### config.mk
export PLATFORM = sky130hd
export DESIGN_NAME = write_arbiter
export DESIGN_NICKNAME = d
export VERILOG_FILES = /design/src/rtl/axi_ic_pkg.sv /design/src/rtl/write_order_fifo.sv /design/src/rtl/write_arbiter.sv
export SDC_FILE = /design/constraint.sdc
export NUM_CORES = 1
export LEC_CHECK = 0
export ABC_CLOCK_PERIOD_IN_PS = 4200
export CAP_MARGIN = 20
export CORE_MARGIN = 2
export CORE_UTILIZATION = 43
export CTS_CLUSTER_SIZE = 12
export DETAILED_ROUTE_END_ITERATION = 12
export PLACE_DENSITY_LB_ADDON = 0.05
export SYNTH_ARGS = -nofsm -noshare
export SYNTH_HDL_FRONTEND = slang
export SYNTH_SLANG_ARGS = --single-unit
### constraint.sdc
create_clock -name clk -period 4.2 [get_ports clk]
set_clock_uncertainty 0.2 [all_clocks]
set_input_delay 0.42 -clock clk [delete_from_list [all_inputs] [get_ports clk]]
set_output_delay 0.42 -clock clk [all_outputs]
set_load 0.005 [all_outputs]
### src/rtl/axi_ic_pkg.sv
// rtl/axi_ic_pkg.sv - shared state encodings and width helpers for the interconnect arbiters
package axi_ic_pkg;

  typedef enum logic {AW_IDLE = 1'b0, AW_ALLOW = 1'b1} aw_state_t;
  typedef enum logic {W_IDLE  = 1'b0, W_ALLOW  = 1'b1} w_state_t;
  typedef enum logic {B_IDLE  = 1'b0, B_ALLOW  = 1'b1} b_state_t;

  localparam logic [31:0] DEFAULT_SLICE_SIZE = 32'h0001_0000;

  // Index fields never collapse to zero bits, so a count of two still gets one bit.
  function automatic int idx_width(input int n);
    return (n <= 2) ? 1 : $clog2(n);
  endfunction

  function automatic int iw_of(input int num_outstanding);
    return idx_width(num_outstanding);
  endfunction

  function automatic int mw_of(input int num_masters);
    return idx_width(num_masters);
  endfunction

  function automatic int sw_of(input int num_slaves);
    return idx_width(num_slaves);
  endfunction

endpackage

### src/rtl/write_order_fifo.sv
// rtl/write_order_fifo.sv - order FIFO recording {master, slave} of accepted write addresses
module write_order_fifo
  import axi_ic_pkg::*;
#(
  parameter int DATA_WIDTH = 2,
  parameter int DEPTH      = 4
) (
  input  logic                  clk,
  input  logic                  clr,
  input  logic                  push,
  input  logic                  pop,
  input  logic [DATA_WIDTH-1:0] data_in,
  output logic [DATA_WIDTH-1:0] head,
  output logic                  empty,
  output logic                  full
);

  localparam int              PW         = idx_width(DEPTH);
  localparam int              CW         = $clog2(DEPTH + 1);
  localparam logic [PW-1:0]   PTR_LAST   = PW'(DEPTH - 1);
  localparam logic [CW-1:0]   FULL_COUNT = CW'(DEPTH);

  logic [DATA_WIDTH-1:0] mem [DEPTH];
  logic [PW-1:0]         wr_ptr;
  logic [PW-1:0]         rd_ptr;
  logic [CW-1:0]         count;
  logic                  do_push;
  logic                  do_pop;

  assign empty   = (count == '0);
  assign full    = (count == FULL_COUNT);
  assign do_pop  = pop && !empty;
  assign do_push = push && !full;
  assign head    = mem[rd_ptr];

  always_ff @(posedge clk) begin
    if (do_push) begin
      mem[wr_ptr] <= data_in;
    end
  end

  always_ff @(posedge clk or negedge clr) begin
    if (!clr) begin
      wr_ptr <= '0;
      rd_ptr <= '0;
      count  <= '0;
    end else begin
      if (do_push) begin
        wr_ptr <= (wr_ptr == PTR_LAST) ? '0 : wr_ptr + PW'(1);
      end
      if (do_pop) begin
        rd_ptr <= (rd_ptr == PTR_LAST) ? '0 : rd_ptr + PW'(1);
      end
      case ({do_push, do_pop})
        2'b10:   count <= count + CW'(1);
        2'b01:   count <= count - CW'(1);
        default: count <= count;
      endcase
    end
  end

endmodule

### src/rtl/write_arbiter.sv
// rtl/write_arbiter.sv - AW/W/B write-channel arbiter between M masters and S slaves
module write_arbiter
  import axi_ic_pkg::*;
#(
  parameter int          M                     = 2,
  parameter int          S                     = 2,
  parameter int          NUM_OUTSTANDING_TRANS = 2,
  parameter int          ADDR_WIDTH            = 32,
  parameter logic [31:0] SLICE_SIZE            = DEFAULT_SLICE_SIZE,
  localparam int         IW                    = iw_of(NUM_OUTSTANDING_TRANS),
  localparam int         MW                    = mw_of(M),
  localparam int         SW                    = sw_of(S)
) (
  input  logic                    clk,
  input  logic                    clr,
  input  logic [M-1:0]            AW_request_f,
  input  logic [M*ADDR_WIDTH-1:0] AW_addr_f,
  input  logic [M*IW-1:0]         AW_id_f,
  output logic [M-1:0]            AW_grant_f,
  output logic [M*SW-1:0]         AW_sel_f,
  input  logic [M-1:0]            W_request_f,
  input  logic [M-1:0]            W_last_f,
  output logic [M-1:0]            W_grant_f,
  output logic [M*SW-1:0]         W_sel_f,
  input  logic [S-1:0]            B_request_f,
  input  logic [S*(MW+IW)-1:0]    B_id_f,
  output logic [S-1:0]            B_grant_f,
  output logic [S*MW-1:0]         B_sel_f
);

  localparam int            BW          = MW + IW;
  localparam int            CW          = $clog2(NUM_OUTSTANDING_TRANS + 1);
  localparam int            SLICE_SHIFT = $clog2(SLICE_SIZE);
  localparam int            FIFO_DEPTH  = M * NUM_OUTSTANDING_TRANS;
  localparam logic [CW-1:0] MAX_CNT     = CW'(NUM_OUTSTANDING_TRANS);
  localparam logic [MW-1:0] M_LAST      = MW'(M - 1);
  localparam logic [SW-1:0] S_LAST      = SW'(S - 1);

  logic [SW-1:0] aw_sel      [M];
  logic [MW-1:0] b_master_id [S];
  logic [CW-1:0] out_cnt     [M];
  logic          unused_ids;

  aw_state_t     aw_state;
  logic [MW-1:0] aw_ptr;
  logic [MW-1:0] aw_ptr_next;
  logic          aw_accept;
  logic [M-1:0]  aw_grant_next;

  w_state_t      w_state;
  logic [M-1:0]  w_grant_next;
  logic [M*SW-1:0] w_sel_next;

  b_state_t      b_state;
  logic [SW-1:0] b_ptr;
  logic [SW-1:0] b_ptr_next;
  logic [MW-1:0] b_master_q;
  logic          b_done;
  logic [S-1:0]  b_grant_next;

  logic [M-1:0]  cnt_inc;
  logic [M-1:0]  cnt_dec;

  logic              fifo_pop;
  logic              fifo_empty;
  logic              fifo_full;
  logic [MW+SW-1:0]  fifo_head;
  logic [MW-1:0]     head_master;
  logic [SW-1:0]     head_slave;

  // Transaction ids only travel with the data; routing needs just the master field.
  assign unused_ids = ^{AW_id_f, B_id_f};

  always_comb begin
    AW_sel_f = '0;
    aw_sel   = '{default: '0};
    for (int i = 0; i < M; i++) begin
      aw_sel[i] = SW'(AW_addr_f[i*ADDR_WIDTH +: ADDR_WIDTH] >> SLICE_SHIFT);
      AW_sel_f[i*SW +: SW] = aw_sel[i];
    end
  end

  always_comb begin
    b_master_id = '{default: '0};
    for (int s = 0; s < S; s++) begin
      b_master_id[s] = B_id_f[s*BW + IW +: MW];
    end
  end

  assign aw_ptr_next = (aw_ptr == M_LAST) ? '0 : aw_ptr + MW'(1);
  assign b_ptr_next  = (b_ptr == S_LAST) ? '0 : b_ptr + SW'(1);
  assign aw_accept   = (aw_state == AW_IDLE) && AW_request_f[aw_ptr]
                       && (out_cnt[aw_ptr] < MAX_CNT) && !fifo_full;
  assign b_done      = (b_state == B_ALLOW) && !B_request_f[b_ptr];

  assign head_master = fifo_head[SW +: MW];
  assign head_slave  = fifo_head[SW-1:0];
  assign fifo_pop    = (w_state == W_ALLOW) && W_request_f[head_master]
                       && W_last_f[head_master];

  always_comb begin
    aw_grant_next = '0;
    w_grant_next  = '0;
    w_sel_next    = '0;
    for (int m = 0; m < M; m++) begin
      if (aw_ptr == MW'(m)) begin
        aw_grant_next[m] = 1'b1;
      end
      if (head_master == MW'(m)) begin
        w_grant_next[m]          = 1'b1;
        w_sel_next[m*SW +: SW]   = head_slave;
      end
    end
  end

  always_comb begin
    b_grant_next = '0;
    for (int s = 0; s < S; s++) begin
      if (b_ptr == SW'(s)) begin
        b_grant_next[s] = 1'b1;
      end
    end
  end

  write_order_fifo #(
    .DATA_WIDTH (MW + SW),
    .DEPTH      (FIFO_DEPTH)
  ) u_fifo (
    .clk     (clk),
    .clr     (clr),
    .push    (aw_accept),
    .pop     (fifo_pop),
    .data_in ({aw_ptr, aw_sel[aw_ptr]}),
    .head    (fifo_head),
    .empty   (fifo_empty),
    .full    (fifo_full)
  );

  always_ff @(posedge clk or negedge clr) begin
    if (!clr) begin
      aw_state   <= AW_IDLE;
      aw_ptr     <= '0;
      AW_grant_f <= '0;
    end else begin
      case (aw_state)
        AW_IDLE: begin
          if (aw_accept) begin
            aw_state   <= AW_ALLOW;
            AW_grant_f <= aw_grant_next;
          end else begin
            aw_ptr <= aw_ptr_next;
          end
        end
        AW_ALLOW: begin
          if (!AW_request_f[aw_ptr]) begin
            aw_state   <= AW_IDLE;
            AW_grant_f <= '0;
            aw_ptr     <= aw_ptr_next;
          end
        end
        default: aw_state <= AW_IDLE;
      endcase
    end
  end

  // A completion arriving for an idle master is dropped rather than wrapping the counter.
  always_comb begin
    cnt_inc = '0;
    cnt_dec = '0;
    for (int m = 0; m < M; m++) begin
      cnt_inc[m] = aw_accept && (aw_ptr == MW'(m));
      cnt_dec[m] = b_done && (b_master_q == MW'(m)) && (out_cnt[m] != '0);
    end
  end

  always_ff @(posedge clk or negedge clr) begin
    if (!clr) begin
      out_cnt <= '{default: '0};
    end else begin
      for (int m = 0; m < M; m++) begin
        if (cnt_inc[m] && !cnt_dec[m]) begin
          out_cnt[m] <= out_cnt[m] + CW'(1);
        end else if (cnt_dec[m] && !cnt_inc[m]) begin
          out_cnt[m] <= out_cnt[m] - CW'(1);
        end
      end
    end
  end

  always_ff @(posedge clk or negedge clr) begin
    if (!clr) begin
      w_state   <= W_IDLE;
      W_grant_f <= '0;
      W_sel_f   <= '0;
    end else begin
      case (w_state)
        W_IDLE: begin
          if (!fifo_empty) begin
            w_state   <= W_ALLOW;
            W_grant_f <= w_grant_next;
            W_sel_f   <= w_sel_next;
          end
        end
        W_ALLOW: begin
          if (fifo_pop) begin
            w_state   <= W_IDLE;
            W_grant_f <= '0;
            W_sel_f   <= '0;
          end
        end
        default: w_state <= W_IDLE;
      endcase
    end
  end

  always_ff @(posedge clk or negedge clr) begin
    if (!clr) begin
      b_state    <= B_IDLE;
      b_ptr      <= '0;
      b_master_q <= '0;
      B_grant_f  <= '0;
      B_sel_f    <= '0;
    end else begin
      // The granted slave keeps the destination captured at grant time.
      for (int s = 0; s < S; s++) begin
        if (!((b_state == B_ALLOW) && (b_ptr == SW'(s)))) begin
          B_sel_f[s*MW +: MW] <= b_master_id[s];
        end
      end
      case (b_state)
        B_IDLE: begin
          if (B_request_f[b_ptr]) begin
            b_state    <= B_ALLOW;
            B_grant_f  <= b_grant_next;
            b_master_q <= b_master_id[b_ptr];
          end else begin
            b_ptr <= b_ptr_next;
          end
        end
        B_ALLOW: begin
          if (b_done) begin
            b_state   <= B_IDLE;
            B_grant_f <= '0;
            b_ptr     <= b_ptr_next;
          end
        end
        default: b_state <= B_IDLE;
      endcase
    end
  end

endmodule

Word-level counts from Yosys, hierarchy flattened
Memory sizes are Yosys's and may differ from the RTL's.
Index checks and enable logic that the tools add are counted.

storage, ports and cells
  bits in registers = 27
  RAM bits = 8
  bits of input ports = 80
  logic and storage cells = 156
  memories kept = 1

cells by class
  add/subtract/negate cells = 10
  $lt $le $gt $ge = 6
  equal/unequal tests = 13
  muxes and demuxes = 62
  bitwise gates (word level) = 8
  reduce and logical (&&, ||, !) cells = 39

memories
  name        words  width  read ports  clocked after Yosys merged registers in  write ports  RTL line                text
  u_fifo.mem  4      2      1           0                                        1            write_order_fifo.sv:23  logic [DATA_WIDTH-1:0] mem [DEPTH];

operator list
  cell                 number
  $mux 1               36
  $mux 2               16
  $logic_and 1x1->1    20
  $pmux 2 s2           4
  $ne 2x2->1 const B   6
  $reduce_and 2->1     6
  $pmux 1 s2           5
  $reduce_bool 2->1    5
  $add 2x1->2 const B  4
  $logic_not 1->1      7
  $eq 2x2->1 const B   3
  $lt 1x2->1 const B   3
  $not 1->1            6
  $pmux 3 s2           1
  $ge 2x2->1 const B   2
  $ne 2x1->1 const B   2
  $not 1->2            2
  $sub 2x1->2 const B  2
  $add 3x1->3 const B  1
  $eq 3x3->1 const B   1
  $logic_not 3->1      1
  $sub 3x1->3 const B  1
  $add 1x1->1 const B  2
  $eq 2x1->1 const B   1
  $lt 2x2->1 const B   1

Logic depth before layout (Yosys ltp)
Gate-level depths: netlist of run 1.

  depth in word-level cells = 12
  mapped depth = 10
  gate-level depth less buffers = 10

Hierarchy
A second synthesis of run 1 with hierarchy kept.

second synthesis, totals
  cell total of the unflattened synthesis = 143
  area total of the unflattened synthesis = 1,771.7 um^2

by module, submodules not included
  module            instances  cells an instance  area an instance (um^2)  sequential area each (um^2)
  write_arbiter     1          93                 999.7                    500.5
  write_order_fifo  1          50                 772.0                    415.4

Least setup slack after synthesis of run 1
OpenSTA, ideal clock, no wires.

  path type = reg-to-reg
  start point = register u_fifo.rd_ptr[0]
  end point = register u_fifo.count[2]
  library setup time = 0.079 ns
  data arrival time = 2.492 ns
  required time = 3.921 ns
  setup slack = 1.429 ns
  stages on the path, launching flop included = 11
  buffers on the path = 0
  clock period less this slack = 2.771 ns
  cells stage by stage = dfrtp_1 -> mux4_2 -> mux2_4 -> nand3b_4 -> inv_1 -> ha_1 -> inv_1 -> fa_1 -> xor2_1 -> nor2_1 -> xor2_1

on the way
  longest elaborated chain between the ends = 8

ends and longest elaborated chain
  item                                             RTL line                text
  start: declaration                               write_order_fifo.sv:25  logic [PW-1:0] rd_ptr;
  start signal: assignment                         write_order_fifo.sv:52  rd_ptr <= (rd_ptr == PTR_LAST) ? '0 : rd_ptr + PW'(1);
  $mem_v2 4x2 *                                    --
  $mux 1 (not written as such) (2 in a row)        write_arbiter.sv:98     assign fifo_pop = (w_state == W_ALLOW) && W_request_f[head_master]
  $logic_and 1x1->1                                write_arbiter.sv:98
  $logic_and 1x1->1 *                              write_arbiter.sv:99     && W_last_f[head_master];
  $logic_and 1x1->1 *                              write_order_fifo.sv:32  assign do_pop = pop && !empty;
  named net u_fifo.do_pop                          write_order_fifo.sv:28  logic do_pop;
  $eq 2x1->1 or $eq 2x2->1 (tied branches)         write_order_fifo.sv:54  case ({do_push, do_pop})
  $pmux 3 s2 or $reduce_bool 2->1 (tied branches)  --
  end signal: assignment                           write_order_fifo.sv:55  2'b10: count <= count + CW'(1);
  end signal: assignment                           write_order_fifo.sv:56  2'b01: count <= count - CW'(1);
  end signal: assignment                           write_order_fifo.sv:57  default: count <= count;
  end: declaration                                 write_order_fifo.sv:26  logic [CW-1:0] count;

Mark *: on every way through the listed nets, which the timed path passes. The rest lies on a longest branch. The select of a mux whose other input is x is not followed.
A chain may end at the register's enable or synchronous reset.

Worst setup path in the final report of run 1
Ends and elaborated chain as after synthesis.

==> summary.md, run 1 <==
| Metric | Value |
|---|---|
| Status | complete, no violations |
| Post-route DRC | 0 |
| Top-area cell type share of the netlist area | 37.7% |
| Layout cells sized above 1 | 14.6% |
| Worst reg2reg endpoint | u_fifo.count[2] |
| Fmax achieved | 0.342 GHz |
| R2R Path Start | u_fifo.rd_ptr[0] |
| Syn Nets | 241 |
| Clock group share of total power | 16.1% |
| WHS Endpoint | B_grant_f[0] |
| Synth Cell Area | 1790 µm² |
| Seq pwr share | 42.4% |
| Leading area contributor after synthesis | dfrtp_1 |
| Area Overhead vs Synth | 21.1% |
| Internal | 987 µW |
| Hold_sp | B_grant_f[0] |
| Post-Syn Area per Cell | 12.0 µm² |
| Asr flop ratio synth | 77.1% |
| Initial antenna violation count | 0 |
| Global Route Usage Sum | 15.3% |
| Max Cap Viol | 0 |
| # setup viols final | 0 |
| Area of the multi-input gates | 800 µm² |
| Clk buf depth | 2 |
| Cells along the critical path | mux4_2, mux2_4, nand3b_4, inv_1, ha_1, inv_1, fa_1, xor2_1, nor2_1, xor2_1 |
| N_diodes | 0 |
| Row count | 23 |
| Worst Setup Start Kind | register |
| #FFs+latches synth | 35 |
| Setup Crit Path Kind | register to register |
| Sw frac | 35.9% |
| Required @ worst endpoint | 4210 ps |
| Ys flop type | dfrtp_1 |
| Most common cell after layout, fill and taps aside | dfrtp_1 |
| Post-synth EDFFs | 8 |
| CP max FO | 5 |
| DR iter-0 viols | 42 |
| Post-CTS setup buffer count | 0 |
| Critical path's slowest cell | mux4_2 |
| Wire per inst | 13.0 µm |
| Starting density of the core | 44.8% |
| Die Footprint | 4700 µm² |
| Final Wtd Congestion | 0.752 |
| Die height | 68.6 µm |
| Net Switching | 552 µW |
| # IOs | 92 |
| Worst path max stage delay | 600 ps |
| Critical path data arrival time | 2930 ps |
| CTS tree | yes |
| Hold WS | 300 ps |
| FF-to-FF path depth | 10 |
| Hold/Removal Path Class | register to register |
| Via density | 5.00 |
| Total gr overflow | 0 |
| Synth Instances | 149 |
| First-pass GRT wire length | 5100 µm |
| Post-CTS Hold Fix Bufs | 0 |
| CTS sink cnt | 35 |
| P_leak | 0.960 nW |
| Vias in the first global route | 1,153 |
| Warnings from Yosys | 0 |
| Final nets | 269 |
| Vias | 1,140 |
| Fillers | 338 |
| Seq/Total Area, Yosys | 51.1% |
| H-tree level count | 2 |
| Top post-synthesis cells by area | dfrtp_1 38%, edfxtp_1 13%, ha_1 7.7% |
| DP Area | 2080 µm² |
| Fin area | 2170 µm² |
| Worst vdd ir | 0.306 mV |
| Worst-Margin Slew | 742 ps |
| Max-slew violation count | 0 |
| Time the worst path needs with I/O delays and setup | 2930 ps |
| Hold Fails Final Rpt | 0 |
| Clock-pin slew on the worst setup and hold paths | 70 ps |
| Core area | 4000 µm² |
| Most frequent cells in the layout | 27 x dfrtp_1, 25 x clkdlybuf4s50_1, 11 x nand2_1, 11 x ha_1 |
| Total negative slack | 0 ps |
| RSZ-0062 raised after global routing | false |
| Crit end category | register |
| P per Cell Area | 709 nW/µm² |
| Clock Latency Late Sink | 280 ps |
| Root Buffer | clkbuf_8 |
| R2R Setup Slk | 1270 ps |
| Port Buffer Count | 25 |
| Routed Wire Length | 2970 µm |
| Yosys cell types | 40 |
| Hold path depth | 2 |
| PostCTS Resize Cnt | 0 |
| TritonCTS buffer count | 5 |
| Fin crit share | 69.6% |
| Slew headroom | 50.4% |
| Logic pwr share | 41.5% |
| Detailed placement HPWL | 2260 µm |
| Antenna Violating Nets Remaining | 0 |
| Die width | 68.6 µm |
| First-pass DRT Iterations | 4 |
| Largest net degree at the start of global routing | 16 |
| Reg area | 916 µm² |
## critical path, delay by kind of cell, from the launching register on
kind | cells | cell delay, ps
xor gates and xnor gates | 2 | 300
adders and majority gates | 2 | 540
buffers and inverters | 2 | 140
DFF | 1 | 470
muxes | 2 | 930
and+or+nand+nor | 2 | 290
## per-layer routing
| metal | global-route usage, % | part of all wire [%] |
|---|---|---|
| met3 | 3.90 | 3.5 |
| met5 | 0 | 0 |
| met4 | 8.25 | 2.1 |
| met1 | 19.9 | 47 |
| met2 | 23.3 | 47 |
## power groups by stage
| stage | logic (mW) | clock network (mW) | registers (mW) |
|---|---|---|---|
| after floorplan | 0.500 | 0 | 0.613 |
| after global placement | 0.628 | 0 | 0.651 |
| after detailed placement | 0.648 | 0 | 0.659 |
| after CTS | 0.652 | 0.256 | 0.654 |
| after global routing | 0.731 | 0.269 | 0.679 |
| final | 0.639 | 0.248 | 0.652 |
## state kept, by name (all words and copies together) (netlist names)
register and cells:
W_grant_f 2, b_state 1, out_cnt 4, AW_grant_f 2, u_fifo.mem 8, w_state 1, B_sel_f 2, u_fifo.rd_ptr 2
aw_ptr 1, B_grant_f 2, b_ptr 1, W_sel_f 2, u_fifo.wr_ptr 2, aw_state 1, b_master_q 1, u_fifo.count 3
## how the worst max path moves through the flow
stage	from	endpoint	slack, ps	depth (start not counted)
after global routing	u_fifo.rd_ptr[0]	u_fifo.count[2]	1080	10
after detailed placement	AW_request_f[0]	u_fifo.count[2]	1130	10
after global placement	AW_request_f[0]	u_fifo.count[2]	1120	10
after CTS	u_fifo.rd_ptr[0]	u_fifo.count[2]	1250	10
final	u_fifo.rd_ptr[0]	u_fifo.count[2]	1270	10
after floorplan	u_fifo.rd_ptr[0]	u_fifo.count[2]	1430	10
## synth_stat cells, types with 3 or more instances
master      n
o21ai_0     4
mux2_2      3
o2bb2ai_1   3
and2_2      4
xnor2_1     4
xor2_1      6
edfxtp_1    8
mux2_4      3
ha_1       11
nor2_1     10
nand2_1    11
mux2i_1     4
dfrtp_1    27
a21oi_1     8
inv_1      10
## stage by stage
step | utilization (%) | power [mW] | setup slack (ps) | std cells
6_report | 54.3 | 1.54 | 1270 | 228
4_1_cts | 54.3 | 1.56 | 1250 | 228
3_5_place_dp | 52.0 | 1.31 | 1130 | 220
2_1_floorplan | - | 1.11 | 1430 | 149
3_3_place_gp | 52.0 | 1.28 | 1120 | 220
5_1_grt | 54.3 | 1.68 | 1080 | 228
## cell families (layout without fill, tap and decap cells)
kind of cell | count (synthesis) | after routing | synth area share, %
adders and majority gates | 12 | 12 | 8.79
buffers and inverters | 16 | 45 | 4.33
and+or+nand+nor | 40 | 40 | 12.4
muxes | 12 | 12 | 9.14
DFF | 35 | 35 | 51.1
AOI/OAI and AO/OA | 24 | 24 | 9.35
xor gates and xnor gates | 10 | 10 | 4.88
## cell type report
type / count / share of cell area [%]
inverter: 11 / 2.02
multi-input combinational: 98 / 36.8
timing repair buffer: 26 / 11.9
clock buffer: 7 / 3.98
sequential: 35 / 42.2
tap: 50 / 2.88
clock inverter: 1 / 0.231
Note: power is estimated with default switching activity, not from simulation.
==> run 2: changes to the inputs <==
- ABC_CLOCK_PERIOD_IN_PS: 4200 -> 2900
- CORE_UTILIZATION: 43 -> 40
- clock period: 4.2 -> 2.9 ns (I/O delays scaled with it)
==> run 2 against run 1 <==
Global-route usage down 2.2 points. Power up 48%. Sequential cell count unchanged. Combinational power up 58%. Die area up 7.0%. Setup slack worse by 1200 ps. Via count up 0.70%. Cell area up 1.5%. Final cell count up 2.6%. Largest power group is now combinational logic.
==> summary.md, run 2 (same netlist as run 1, synthesis figures left out) <==
| Metric | Value |
|---|---|
| Fin util | 51.0% (-3.3 points) |
| CP max FO | 3 (-2) |
| Port Buffer Count | 25 (unchanged) |
| Total negative slack | 0 ps (unchanged) |
| Starting density of the core | 41.5% (-3.4 points) |
| Die height | 71.0 µm (+3.5%) |
| Worst setup margin | 121 ps (-1150 ps) |
| Setup Crit Path Kind | register to register |
| P per Cell Area | 1030 nW/µm² (+46%) |
| Final nets | 273 (+1.5%) |
| RSZ-0062 raised after global routing | false |
| Dpl cells | 226 (+2.7%) |
| Routed wl met2 | 1420 µm (+1.1%) |
| Top Metal Used | met4 |
| Max Cap Viol | 0 (unchanged) |
| Final Wtd Congestion | 0.704 (-6.5%) |
| # IOs | 92 (unchanged) |
| Slew headroom | 72.2% (+22 points) |
| Reg with most FFs | u_fifo.mem |
| Max reg flops | 8 (unchanged) |
| TritonCTS buffer count | 5 (unchanged) |
| First-pass DRT Iterations | 4 (unchanged) |
| Worst Setup Start Kind | register |
| Vias in the first global route | 1,111 (-3.6%) |
| Max-slew violation count | 0 (unchanged) |
| Row count | 24 (+4.3%) |
| Vias | 1,148 (+0.70%) |
| Area Overhead vs Synth | 22.9% |
| Critical path data arrival time | 2790 ps (-140 ps) |
| PostCTS Resize Cnt | 0 (unchanged) |
| H-tree level count | 2 (unchanged) |
| DR iter-0 viols | 21 (-50%) |
| Time the worst path needs with I/O delays and setup | 2780 ps (-146 ps) |
| Pre-CTS WS | 129 ps (-1000 ps) |
| Post-route DRC | 0 (unchanged) |
| # setup viols final | 0 (unchanged) |
| Most frequent cells in the layout | 27 x dfrtp_1, 25 x clkdlybuf4s50_1, 11 x nand2_1, 11 x ha_1 |
| Hold WS | 188 ps (-112 ps) |
| Layout cells sized above 1 | 16.5% (+1.9 points) |
| Wire per inst | 13.1 µm (+0.88%) |
| Die Footprint | 5030 µm² (+7.0%) |
| Largest regs | u_fifo.mem x8, out_cnt x4, u_fifo.count x3 |
| Fmax achieved | 0.360 GHz (+5.3%) |
| Metal-1 WL | 1460 µm (+4.4%) |
| First-pass GRT wire length | 5090 µm (-0.27%) |
| Finished Layout Cells | 234 (+2.6%) |
| Detailed placement HPWL | 2320 µm (+2.5%) |
| Required @ worst endpoint | 2910 ps (-1300 ps) |
| Core area | 4320 µm² (+8.1%) |
| Clk buf depth | 2 (unchanged) |
| Root Buffer | clkbuf_8 |
| CTS tree | yes |
| Global Route Usage Sum | 13.1% (-2.2 points) |
| Crit end category | register |
| Antenna Violating Nets Remaining | 0 (unchanged) |
| Post-CTS Hold Fix Bufs | 0 (unchanged) |
| Most common cell after layout, fill and taps aside | dfrtp_1 |
| Status | complete, no violations |
| Initial antenna violation count | 0 (unchanged) |
| Hold Fails Final Rpt | 0 (unchanged) |
| Post-CTS setup buffer count | 0 (unchanged) |
| Worst vdd ir | 0.496 mV (+62%) |
| Die width | 71.0 µm (+3.5%) |
| Worst-Margin Slew | 414 ps (-328 ps) |
| Total gr overflow | 0 (unchanged) |
| CTS sink cnt | 35 (unchanged) |
| Hold/Removal Path Class | input pin to async pin |
| Clock-pin slew on the worst setup and hold paths | 70 ps (about the same) |
| P_leak | 0.980 nW (+2.1%) |
| Largest net degree at the start of global routing | 28 (+12) |
| WL met3 | 158 µm (+50%) |
| Via density | 4.91 (-1.9%) |
| Fin crit share | 95.8% (+26 points) |
| Fillers | 399 (+18%) |
| N_diodes | 0 (unchanged) |
| Clock Latency Late Sink | 280 ps (about the same) |
| Routed Wire Length | 3070 µm (+3.5%) |
-- run 2: changes by cell type in the layout (fill, tap and decap cells not counted), sizes merged --
cell,delta
buf,+4
-- run 2: stage by stage --
stage | cell area, µm² | total power, mW
after floorplan | 1790 | 1.61
after global placement | 2110 | 1.90
after detailed placement | 2110 | 1.95
after CTS | 2200 | 2.32
after global routing | 2200 | 2.47
final | 2200 | 2.28
-- run 2: worst max-delay path, cell delays in order, from the launching register on --
cell	delay [ps]
dfrtp_1	380
mux4_2	550
mux2_4	320
nand3b_4	180
inv_1	80
ha_1	170
inv_1	60
fa_1	370
xor2_1	150
nor2_1	110
xor2_1	140
-- run 2: path summary, 6_finish.rpt --
path / startpoint / cells past startpoint / slack [ps] / endpoint
worst max-delay path: u_fifo.rd_ptr[0] / 10 / 120 / u_fifo.count[2]
worst min-delay path: clr / 2 / 190 / u_fifo.wr_ptr[1]
worst max register to register: u_fifo.rd_ptr[0] / 10 / 120 / u_fifo.count[2]
worst min register to register: B_grant_f[1] / 2 / 280 / B_grant_f[1]
max in group asynchronous: clr / 2 / 2040 / u_fifo.count[1]
min in group clk: B_grant_f[1] / 2 / 280 / B_grant_f[1]
-- run 2: final cells by class --
cell class | instances | area (µm²) | area share, %
clock buffers | 7 | 86.3 | 3.92
clock inverters | 1 | 5.00 | 0.227
inverters | 11 | 43.8 | 1.99
multi-input cells | 98 | 800 | 36.3
flip-flops and latches | 35 | 916 | 41.6
well taps | 52 | 65.1 | 2.95
repair buffers | 30 | 288 | 13.1
-- run 2: per-layer routing --
metal,vias up,global-route usage [%]
li1,576,-
met1,540,16.6
met2,28,21.5
met3,4,4.13
met4,0,4.40
met5,-,0
-- run 2: power by group --
part	switching (mW)	internal, mW
Clock	0.162	0.191
Combinational	0.457	0.551
Sequential	0.193	0.725
==> run 3: changes to the inputs <==
- CELL_PAD_IN_SITES_DETAIL_PLACEMENT: unset -> 1
- CELL_PAD_IN_SITES_GLOBAL_PLACEMENT: unset -> 1
- CORE_MARGIN: 2 -> unset
- CORE_UTILIZATION: 40 -> 30
- CTS_BUF_LIST: unset -> sky130_fd_sc_hd__clkbuf_16
==> run 3 against run 2 <==
Sequential share of layout area is 1.9 points lower. Non-clock buffer count up 2. Wire length rose by 15%. Via count grew 3.9%. Final cell count up 9.4%. Power grew 9.1%. First-iteration DRC count grew 90%. Largest cell class unchanged. Highest routed layer unchanged.
==> summary.md, run 3 (same netlist as run 1, synthesis figures left out) <==
| Metric | Value |
|---|---|
| Max Cap Viol | 0 (unchanged) |
| Worst vdd ir | 0.322 mV (-35%) |
| Core area | 5640 µm² (+30%) |
| First-pass DRT Iterations | 4 (unchanged) |
| Final nets | 275 (+0.73%) |
| Critical Path Most Common Cell | xor2_1 |
| Finished Layout Cells | 256 (+9.4%) |
| Routed Wire Length | 3530 µm (+15%) |
| Reg with most FFs | u_fifo.mem |
| FF-to-FF path depth | 10 (unchanged) |
| Largest net degree at the start of global routing | 28 (unchanged) |
| Root Buffer | clkbuf_16 |
| Worst-Margin Slew | 451 ps (+36.4 ps) |
| Vias | 1,193 (+3.9%) |
| Slew headroom | 69.7% (-2.4 points) |
| DR iter-0 viols | 40 (+90%) |
| Total negative slack | 0 ps (unchanged) |
| Hold/Removal Path Class | input pin to async pin |
| # setup viols final | 0 (unchanged) |
| Fin util | 40.9% (-10 points) |
| Antenna Violating Nets Remaining | 0 (unchanged) |
| Most common cell after layout, fill and taps aside | dfrtp_1 |
| Hold WS | 205 ps (+16.9 ps) |
| Max reg flops | 8 (unchanged) |
| Worst setup margin | 162 ps (+41.2 ps) |
| Die width | 79.3 µm (+12%) |
| Dpl cells | 245 (+8.4%) |
| Row count | 27 (+13%) |
| Reg area | 916 µm² (unchanged) |
| Vias in the first global route | 1,302 (+17%) |
| Area of the multi-input gates | 815 µm² (+1.9%) |
| Time the worst path needs with I/O delays and setup | 2740 ps (-41.2 ps) |
| Fillers | 598 (+50%) |
| Cells along the critical path | mux4_2, mux2_4, nand3b_4, inv_2, ha_4, inv_1, fa_2, xor2_1, nor2_1, xor2_1 |
| Post-CTS Hold Fix Bufs | 0 (unchanged) |
| Port Buffer Count | 25 (unchanged) |
| Starting density of the core | 31.8% (-9.7 points) |
| Via density | 4.66 (-5.0%) |
| Fin area | 2310 µm² (+4.7%) |
| Most frequent cells in the layout | 27 x dfrtp_1, 25 x clkdlybuf4s50_1, 11 x nand2_1, 10 x nor2_1, 10 x ha_1 |
| DP Area | 2130 µm² (+0.83%) |
| P per Cell Area | 1080 nW/µm² (+4.2%) |
| CP max FO | 4 (+1) |
| Global Route Usage Sum | 13.5% (+0.33 points) |
| CTS tree | yes |
| Die height | 79.3 µm (+12%) |
| Setup Crit Path Kind | register to register |
| Required @ worst endpoint | 2900 ps (about the same) |
| Hold Fails Final Rpt | 0 (unchanged) |
| Detailed placement HPWL | 2560 µm (+10%) |
| Worst path max stage delay | 570 ps (+20 ps) |
| Wire per inst | 13.8 µm (+4.9%) |
| R2R Setup Slk | 160 ps (+40 ps) |
| First-pass GRT wire length | 6430 µm (+26%) |
| Largest regs | u_fifo.mem x8, out_cnt x4, u_fifo.count x3 |
| # IOs | 92 (unchanged) |
| Layout cells sized above 1 | 18.5% (+2.0 points) |
| Worst reg2reg endpoint | u_fifo.count[2] |
| Worst Setup Start Kind | register |
| CTS sink cnt | 35 (unchanged) |
| Total gr overflow | 0 (unchanged) |
| P_leak | 1.00 nW (+2.5%) |
| TritonCTS buffer count | 5 (unchanged) |
| Fmax achieved | 0.365 GHz (+1.5%) |
| Pre-CTS WS | 15.5 ps (-114 ps) |
| Die Footprint | 6290 µm² (+25%) |
| R2R Path Start | u_fifo.rd_ptr[0] |
| Area Overhead vs Synth | 28.7% |
| Fin crit share | 94.4% (-1.4 points) |
| Status | complete, no violations |
| Final Wtd Congestion | 0.707 (+0.54%) |
| Overall Power | 2.49 mW (+9.1%) |
| Clock-pin slew on the worst setup and hold paths | 60 ps (about the same) |
| Clock Latency Late Sink | 280 ps (about the same) |
| H-tree level count | 2 (unchanged) |
| Critical path data arrival time | 2740 ps (-50 ps) |
| Initial antenna violation count | 0 (unchanged) |
| Crit end category | register |
| N_diodes | 0 (unchanged) |
| Clk buf depth | 2 (unchanged) |
| Post-route DRC | 0 (unchanged) |
| Critical path's slowest cell | mux4_2 |
| Max-slew violation count | 0 (unchanged) |
## run 3: changes by cell type in the layout (fill, tap and decap cells not counted), sizes merged
cell and delta:
clkinv +1, buf +2, clkbuf -2, clkinvlp +1
## run 3: final cells by class
type / count / share of cell area [%]
sequential: 35 / 39.7
multi-input combinational: 98 / 35.3
timing repair buffer: 32 / 13.1
clock buffer: 5 / 5.42
tap: 72 / 3.90
inverter: 11 / 1.90
clock inverter: 3 / 0.651
## run 3: how the worst max path moves through the flow
| stage | from | endpoint | cells after the start |
|---|---|---|---|
| global route | u_fifo.rd_ptr[0] | u_fifo.count[2] | 10 |
| global placement | u_fifo.rd_ptr[0] | u_fifo.count[2] | 10 |
| detailed placement | u_fifo.rd_ptr[0] | u_fifo.count[2] | 10 |
| floorplan | u_fifo.rd_ptr[0] | u_fifo.count[2] | 10 |
| CTS | u_fifo.rd_ptr[0] | u_fifo.count[2] | 10 |
| finish | u_fifo.rd_ptr[0] | u_fifo.count[2] | 10 |
## run 3: critical path: cells and delay by family (launching register included)
| family | cells | cell delay (ps) |
|---|---|---|
| muxes | 2 | 900 |
| adders and majority gates | 2 | 460 |
| DFF | 1 | 370 |
| xor gates and xnor gates | 2 | 310 |
| and+or+nand+nor | 2 | 290 |
| buffers and inverters | 2 | 130 |
## run 3: power breakdown
group | leakage (nW) | switching (mW) | internal [mW]
registers | 0.398 | 0.198 | 0.725
clock network | 0.0649 | 0.196 | 0.312
logic | 0.541 | 0.476 | 0.579
total | 1.00 | 0.870 | 1.62
## run 3: repair_timing
item / in CTS / in global routing
setup buffers: 0 / 3
setup endpoints to repair: 0 / 1
endpoints found under the hold margin: 0 / 0
resized for setup: 0 / 4
## run 3: per-layer routing
layer	vias to the layer above	GRT usage (%)	routed length (µm)	share of wire [%]
met5	-	0	0	0
met4	0	5.45	68	1.9
li1	580	-	-	-
met1	584	17.0	1580	45
met3	7	3.56	123	3.5
met2	22	21.7	1760	50
